### src/rtl/apb_arb_pkg.sv
// Shared types and widths for the two-requester APB arbiter.
// Imported by apb_rr_pick2 and apb_req_arbiter.
package apb_arb_pkg;

  localparam int APB_ADDR_W = 10;
  localparam int APB_DATA_W = 32;
  localparam int APB_STRB_W = 4;
  localparam int NUM_REQ    = 2;

  typedef enum logic [1:0] {
    IDLE   = 2'd0,
    SETUP  = 2'd1,
    ACCESS = 2'd2
  } state_e;

endpackage

### src/rtl/apb_rr_pick2.sv
// Combinational round-robin pick between two eligible requesters.
// On a tie the requester that was not granted last wins.
module apb_rr_pick2
  import apb_arb_pkg::*;
(
  input  logic [NUM_REQ-1:0] eligible_i,
  input  logic               last_gnt_i,
  output logic               gnt_o,
  output logic               gnt_vld_o
);

  always_comb begin
    gnt_vld_o = |eligible_i;
    if (&eligible_i) begin
      gnt_o = ~last_gnt_i;
    end else begin
      gnt_o = eligible_i[1];
    end
  end

endmodule

### src/rtl/apb_req_arbiter.sv
// Serialises req/done commands from two masters onto one APB master port, round-robin.
// Optional ACCESS watchdog enabled by macro APB_REQ_ARBITER_TIMEOUT_EN.
module apb_req_arbiter
  import apb_arb_pkg::*;
#(
  parameter int TIMEOUT_CYCLES = 256,
  parameter int TO_CNT_W       = 16
) (
  input  logic                  pclk,
  input  logic                  preset_n,
  input  logic [NUM_REQ-1:0]    req,
  input  logic [NUM_REQ-1:0]    req_write,
  input  logic [APB_ADDR_W-1:0] req_addr0,
  input  logic [APB_ADDR_W-1:0] req_addr1,
  input  logic [APB_DATA_W-1:0] req_wdata0,
  input  logic [APB_DATA_W-1:0] req_wdata1,
  input  logic [APB_STRB_W-1:0] req_wstrb0,
  input  logic [APB_STRB_W-1:0] req_wstrb1,
  output logic [NUM_REQ-1:0]    done,
  output logic [APB_DATA_W-1:0] rsp_rdata,
  output logic                  rsp_err,
  output logic                  psel,
  output logic                  penable,
  output logic                  pwrite,
  output logic [APB_ADDR_W-1:0] paddr,
  output logic [APB_DATA_W-1:0] pwdata,
  output logic [APB_STRB_W-1:0] pwstrb,
  input  logic [APB_DATA_W-1:0] prdata,
  input  logic                  pslverr,
  input  logic                  pready
);

  if (TIMEOUT_CYCLES < 2 || TIMEOUT_CYCLES > 65535 ||
      (64'd1 << TO_CNT_W) <= 64'(TIMEOUT_CYCLES)) begin : g_bad_cfg
    $error("apb_req_arbiter: illegal TIMEOUT_CYCLES/TO_CNT_W combination");
  end

  state_e                state_q, state_d;
  logic                  owner_q, owner_d;
  logic                  last_gnt_q, last_gnt_d;
  logic                  psel_q, psel_d;
  logic                  penable_q, penable_d;
  logic                  pwrite_q, pwrite_d;
  logic [APB_ADDR_W-1:0] paddr_q, paddr_d;
  logic [APB_DATA_W-1:0] pwdata_q, pwdata_d;
  logic [APB_STRB_W-1:0] pwstrb_q, pwstrb_d;
  logic [NUM_REQ-1:0]    done_q, done_d;
  logic [APB_DATA_W-1:0] rsp_rdata_q, rsp_rdata_d;
  logic                  rsp_err_q, rsp_err_d;
`ifdef APB_REQ_ARBITER_TIMEOUT_EN
  logic [TO_CNT_W-1:0]   cnt_q, cnt_d;
`endif

  logic [NUM_REQ-1:0] eligible;
  logic               gnt;
  logic               gnt_vld;

  // Masking with done stops a requester that has not yet seen its done pulse from being re-granted.
  assign eligible = req & ~done_q;

  apb_rr_pick2 u_pick (
    .eligible_i (eligible),
    .last_gnt_i (last_gnt_q),
    .gnt_o      (gnt),
    .gnt_vld_o  (gnt_vld)
  );

  always_comb begin
    state_d     = state_q;
    owner_d     = owner_q;
    last_gnt_d  = last_gnt_q;
    psel_d      = psel_q;
    penable_d   = penable_q;
    pwrite_d    = pwrite_q;
    paddr_d     = paddr_q;
    pwdata_d    = pwdata_q;
    pwstrb_d    = pwstrb_q;
    done_d      = '0;
    rsp_rdata_d = rsp_rdata_q;
    rsp_err_d   = rsp_err_q;
`ifdef APB_REQ_ARBITER_TIMEOUT_EN
    cnt_d       = cnt_q;
`endif
    unique case (state_q)
      IDLE: begin
        if (gnt_vld) begin
          owner_d  = gnt;
          pwrite_d = req_write[gnt];
          paddr_d  = gnt ? req_addr1 : req_addr0;
          pwdata_d = gnt ? req_wdata1 : req_wdata0;
          pwstrb_d = req_write[gnt] ? (gnt ? req_wstrb1 : req_wstrb0) : '0;
          psel_d   = 1'b1;
          state_d  = SETUP;
        end
      end
      SETUP: begin
        penable_d = 1'b1;
        state_d   = ACCESS;
`ifdef APB_REQ_ARBITER_TIMEOUT_EN
        cnt_d     = '0;
`endif
      end
      ACCESS: begin
        if (pready) begin
          rsp_rdata_d     = pwrite_q ? '0 : prdata;
          rsp_err_d       = pslverr;
          done_d[owner_q] = 1'b1;
          last_gnt_d      = owner_q;
          psel_d          = 1'b0;
          penable_d       = 1'b0;
          state_d         = IDLE;
        end
`ifdef APB_REQ_ARBITER_TIMEOUT_EN
        else if (cnt_q == TO_CNT_W'(TIMEOUT_CYCLES - 1)) begin
          rsp_rdata_d     = '0;
          rsp_err_d       = 1'b1;
          done_d[owner_q] = 1'b1;
          last_gnt_d      = owner_q;
          psel_d          = 1'b0;
          penable_d       = 1'b0;
          state_d         = IDLE;
        end else begin
          cnt_d = cnt_q + 1'b1;
        end
`endif
      end
      default: state_d = IDLE;
    endcase
  end

  always_ff @(posedge pclk or negedge preset_n) begin
    if (!preset_n) begin
      state_q     <= IDLE;
      owner_q     <= 1'b0;
      last_gnt_q  <= 1'b1;
      psel_q      <= 1'b0;
      penable_q   <= 1'b0;
      pwrite_q    <= 1'b0;
      paddr_q     <= '0;
      pwdata_q    <= '0;
      pwstrb_q    <= '0;
      done_q      <= '0;
      rsp_rdata_q <= '0;
      rsp_err_q   <= 1'b0;
`ifdef APB_REQ_ARBITER_TIMEOUT_EN
      cnt_q       <= '0;
`endif
    end else begin
      state_q     <= state_d;
      owner_q     <= owner_d;
      last_gnt_q  <= last_gnt_d;
      psel_q      <= psel_d;
      penable_q   <= penable_d;
      pwrite_q    <= pwrite_d;
      paddr_q     <= paddr_d;
      pwdata_q    <= pwdata_d;
      pwstrb_q    <= pwstrb_d;
      done_q      <= done_d;
      rsp_rdata_q <= rsp_rdata_d;
      rsp_err_q   <= rsp_err_d;
`ifdef APB_REQ_ARBITER_TIMEOUT_EN
      cnt_q       <= cnt_d;
`endif
    end
  end

  assign done      = done_q;
  assign rsp_rdata = rsp_rdata_q;
  assign rsp_err   = rsp_err_q;
  assign psel      = psel_q;
  assign penable   = penable_q;
  assign pwrite    = pwrite_q;
  assign paddr     = paddr_q;
  assign pwdata    = pwdata_q;
  assign pwstrb    = pwstrb_q;

endmodule

### config.mk
export PLATFORM = sky130hd
export DESIGN_NAME = apb_req_arbiter
export DESIGN_NICKNAME = d
export VERILOG_FILES = /design/src/rtl/apb_arb_pkg.sv /design/src/rtl/apb_rr_pick2.sv /design/src/rtl/apb_req_arbiter.sv
export SDC_FILE = /design/constraint.sdc
export NUM_CORES = 1
export LEC_CHECK = 0
export ABC_AREA = 1
export ABC_CLOCK_PERIOD_IN_PS = 1500
export CORE_ASPECT_RATIO = 0.7
export CORE_MARGIN = 2
export CORE_UTILIZATION = 39
export DETAILED_ROUTE_END_ITERATION = 16
export GPL_ROUTABILITY_DRIVEN = 0
export PLACE_DENSITY = 0.91
export SYNTH_ARGS = -nofsm -noshare
export SYNTH_HDL_FRONTEND = slang
export SYNTH_SLANG_ARGS = --single-unit
### constraint.sdc
create_clock -name pclk -period 1.5 [get_ports pclk]
set_input_delay 0.15 -clock pclk [delete_from_list [all_inputs] [get_ports pclk]]
set_output_delay 0.15 -clock pclk [all_outputs]
set_load 0.01 [all_outputs]
-- Word-level counts from Yosys, hierarchy flattened
Index checks and enable logic that the tools add are counted.
- output and inout port bits: 84
- memories kept: 0
- RAM bits: 0
- flip-flop bits (word level): 88
- logic and storage cells: 52
- bits in latches: 0
- bits in read-only memories: 0
- muxes and demuxes: 19
- $mul: 0
- add/subtract/negate cells: 0
- reduce and logical (&&, ||, !) cells: 11
- shift-type cells: 0
- bitwise operators: 3
- order comparisons: 3
- div/mod/pow operators: 0
- equality and inequality tests: 4
- operators by type and width (kind ; number):
    32-bit two-way mux ; 2
    10-bit two-way mux ; 1
    2-bit AND reduction ; 5
    2-bit two-way mux ; 4
    4-bit two-way mux ; 2
    1-bit two-way mux ; 6
    2-bit case mux with 3 select lines ; 1
    1-bit by 2-bit < comparator with 1-bit output (second input constant) ; 2
    2-bit inequality test (second input constant) ; 2
    1-bit case mux with 2 select lines ; 2
    2-bit nonzero test ; 2
    3-bit AND reduction ; 1
    2-bit AND ; 1
    2-bit by 1-bit == test with 1-bit output (second input constant) ; 1
    2-bit == test (second input constant) ; 1
    2-bit logical NOT ; 1
    2-bit NOT ; 1
    2-bit OR reduction ; 1
    1-bit demux with 1-bit select ; 1
    1-bit greater-or-equal comparator (second input constant) ; 1
    1-bit logical AND ; 1
    1-bit NOT ; 1

-- Longest topological paths before layout
- depth after elaboration: 7
- depth in mapped cells: 8

-- By module
Synthesis repeated with hierarchy kept, for this count alone.
- cell total of the unflattened synthesis: 529
- area total of the unflattened synthesis: 3985.1 sq um
- modules (own cells, without submodules) (module ; cells an instance ; seq. area each (sq um) ; area an instance (sq um) ; times used):
    apb_req_arbiter ; 526 ; 2203.4 ; 3970.1 ; 1
    apb_rr_pick2 ; 3 ; 0.0 ; 15.0 ; 1

-- Worst setup path before layout
Ideal clock, no wire load.
- path kind: reg-to-reg
- start point: reg done_q[0], in the netlist done[0]
- end point: reg paddr_q[9], in the netlist paddr[9]
- cell stages (with the launch flop): 9
- setup time: 124 ps
- arrival: 1212 ps
- path slack: 164 ps
- path buffers: 2
- data required time: 1376 ps
- clock period less this slack: 1336 ps
- cell sequence: dfrtp_1 inv_1 nand2_1 a21oi_2 inv_2 buf_2 buf_4 nand2_1 nand2_1
- word-level cells in the longest chain between the ends: 5
- elaborated cells between the ends (all ways): 7
- ends and longest elaborated chain (what ; line ; text):
    from (decl) ; apb_req_arbiter.sv:47 ; logic [NUM_REQ-1:0] done_q, done_d;
    from (signal assigned) ; apb_req_arbiter.sv:158 ; done_q <= done_d;
    2-bit NOT (*) ; apb_req_arbiter.sv:59 ; assign eligible = req & ~done_q;
    2-bit AND (*) ; apb_req_arbiter.sv:59 ;
    2-bit AND reduction ; apb_rr_pick2.sv:14 ; if (&eligible_i) begin
    1-bit two-way mux ; apb_rr_pick2.sv:14 ;
    10-bit two-way mux ; apb_req_arbiter.sv:89 ; paddr_d = gnt ? req_addr1 : req_addr0;
    to (signal assigned) ; apb_req_arbiter.sv:155 ; paddr_q <= paddr_d;
    to (decl) ; apb_req_arbiter.sv:44 ; logic [APB_ADDR_W-1:0] paddr_q, paddr_d;
Every way passes the cells marked *; elsewhere a longest branch is shown, timed or not.
A chain may end at the register's enable or synchronous reset.

-- Worst setup path in the final report
- start point: reg last_gnt_q
- end point: reg pwdata_q[25], in the netlist pwdata[25]
- word-level cells in the longest chain between the ends: 3
- ends and longest elaborated chain (what ; line ; text):
    from (decl) ; apb_req_arbiter.sv:40 ; logic last_gnt_q, last_gnt_d;
    from (signal assigned) ; apb_req_arbiter.sv:151 ; last_gnt_q <= last_gnt_d;
    1-bit NOT ; apb_rr_pick2.sv:15 ; gnt_o = ~last_gnt_i;
    1-bit two-way mux ; apb_rr_pick2.sv:14 ;
    32-bit two-way mux ; apb_req_arbiter.sv:90 ; pwdata_d = gnt ? req_wdata1 : req_wdata0;
    to (signal assigned) ; apb_req_arbiter.sv:156 ; pwdata_q <= pwdata_d;
    to (decl) ; apb_req_arbiter.sv:45 ; logic [APB_DATA_W-1:0] pwdata_q, pwdata_d;
Every way passes these cells.

==> results.yml <==
synth:
  syn-num-nets: 634
  synth_most_common_cell: "nand2_1"
  yosys-top-cells-count: "223 x nand2_1, 87 x dfrtp_1, 50 x inv_1, 41 x nand3_1, 26 x o211ai_1"
  synth_top_area_share: 0.546
  ys_ff_latch: 88
  synthesis.area_um2: 3990
  avgSynthCellArea_um2: 7.95
  synth_cells: 502
  synth.distinct_cells: 18
  yosysWarnings: 0
  synth_area_leaders: "dfrtp_1 55%, nand2_1 21%, nand3_1 5.1%"
  seq_area_frac_synth: 0.552
  ys.flop_type: "dfrtp_1"
  yosys.area.top_type: "dfrtp_1"
  synth_edf_count: 0
  synthArstFlopShare: 1.00
finish:
  final_cells: 847
  area_growth_pct: 67.6
  design_area_um2: 6690
  n_antenna_cell: 0
  layout-drive-gt1-share: 0.0556
  nets: 846
power:
  p_int_uw: 7880
  ir_drop_mv: 0.812
  power_density_nw_per_um2: 1830
  power_leakage_uw: 0.00328
  combPwrFrac: 0.470
  p_seq_frac: 0.335
  p_switching_uw: 4330
  swShare: 0.355
  clock_power_share: 0.195
  finalPower_uw: 12200
setup_path:
  worstSetupEndpointType: "register"
  crit_top_cell: "nand2_1"
  crit_slowest_cell: "dfstp_2"
  cp.arrival_ps: 1660
  critical-path-max-stage-delay_ps: 540
  cp_max_fo: 65
  critPathKind: "reg -> reg"
  path_buf_inv: 1
  crit_path_start_kind: "register"
  path_delay_family: "flip-flops"
  cp_data_required_time_ps: 1720
  cp_cell_sequence: "nand3_2, nand2_4, buf_16, nand2_1, o211ai_1, nand2_1"
floorplanning:
  core_area_um2: 9830
  fp.dieW_um: 125
  die_area_um2: 11100
  initial_utilization: 0.406
  die_y_um: 88.6
  rows: 30
  boundaryPins: 216
sta:
  period_share: 0.961
  relSlewSlack: 0.573
  max_freq_mhz: 694
  hold_violations: 0
  rsz0062_at_grt: "yes"
  worst_pin_slew_ps: 640
  fin_worst_skew_ps: 5.44
  finalSetupViolCount: 0
  drv_slew: 0
  min_period_ps: 1440
grt:
  grt_pass1_wl_um: 19300
  gr-total-overflow: 0
  antenna_found_initial: 0
  grt_usage: 0.218
  grt_pass1_vias: 4079
  grt_max_degree: 66
clock_network:
  htree_levels: 3
  cts_sinks: 88
  clockBufferDepth: 2
  cts_setup_buffers: 0
  clk_latency_ps: 330
  clockRootBuffer: "clkbuf_16"
  clk_pin_slew_ps: 60
  cts_tree: "built"
  cts_buffers: 9
place:
  place_area_um2: 6340
  io_buffers: 215
  dp_hpwl_um: 8700
  place_inst: 830
status:
  status: "finished clean"
route:
  vias_per_cell: 4.85
  drc: 0
  drtAntennaViolNets: 0
  highest_layer: "met4"
  drt-met1-wl_um: 4970
  vias: 4109
  met3_length_um: 881
  first_pass_iters: 5
  wl_met2_um: 5890
  first_iter_violations: 156
  route.final.wire_length_um: 12000
  wl_per_cell_um: 14.2
hold_path:
  hold_class: "in -> async"
job:
  drv_cap: 0
==> layout make-up <==
class,count,area (um^2)
fill,723,3150
timing repair buffer,230,2350
sequential,88,2200
multi-input combinational,333,1470
clock buffer,11,233
inverter,52,195
tap,128,160
clock inverter,5,81.3
==> state kept, by name (all words and copies together) (netlist names), 2 cells and up <==
register	flops
rsp_rdata	32
state_q	2
pwstrb	4
pwdata	32
paddr	10
done	2
==> power groups by stage <==
stage                     Combinational, uW  Clock [uW]  Sequential [uW]
final                                  5740        2380             4090
after global routing                   6250        2550             4210
after CTS                              5760        2440             4090
after detailed placement               5730           0             4090
after global placement                 5570           0             4060
after floorplan                        2100           0             4500
==> per-layer routing <==
metal	track usage	up-vias
li1	-	1977
met1	0.261	1939
met2	0.389	172
met3	0.0599	21
met4	0.0747	0
met5	0	-
==> cells in the final DEF, fill, tap and decap left out, types with 3 or more instances in the layout <==
cell / instances
clkdlybuf4s50_1: 213
o211ai_1: 26
inv_1: 50
o21ai_0: 20
buf_12: 5
nand3_1: 41
nor2_1: 18
clkbuf_16: 9
nand2_2: 3
nand2_1: 220
buf_4: 9
dfrtp_1: 87
==> through the flow <==
stage / hold slack (ps) / setup slack [ps] / util / TNS (ps)
2_1_floorplan: -146 / 164 / - / 0
3_3_place_gp: 130 / 3.87 / 0.645 / 0
3_5_place_dp: 139 / -79.3 / 0.645 / -1580
4_1_cts: 324 / 64.5 / 0.678 / 0
5_1_grt: 348 / -29.1 / 0.680 / -108
6_report: 310 / 59.1 / 0.680 / 0
==> repair_timing <==
| action | 4_1_cts | 5_1_grt |
|---|---|---|
| endpoints found under the hold margin | 31 | 0 |
| hold buffers | 1 | 0 |
| pin swaps | 0 | 1 |
| gates resized for setup | 1 | 5 |
| endpoints found under the setup margin | 1 | 10 |
==> worst paths after layout <==
kind                       startpoint  depth (start not counted)  slack [ps]       endpoint
max                        last_gnt_q                          6          60     pwdata[25]
min                          preset_n                          2         310     pwdata[15]
max reg2reg                last_gnt_q                          6          60     pwdata[25]
min reg2reg                   owner_q                          1         480        done[0]
max in group asynchronous    preset_n                          3         580     last_gnt_q
min in group pclk          prdata[28]                          3         370  rsp_rdata[28]
==> worst register-to-register path: stages, from the launching register on <==
cell	delay (ps)
dfstp_2	540
nand3_2	110
nand2_4	110
buf_16	240
nand2_1	150
o211ai_1	110
nand2_1	70
==> cell families (layout without fill, tap and decap cells) <==
logic type,count (synthesis),after routing,synth area share
AO/OA/AOI/OAI,47,47,0.0762
buffers and inverters,81,298,0.0847
AND/OR/NAND/NOR,286,286,0.287
flip-flops,88,88,0.552
Power figures use the tool's default switching activity.
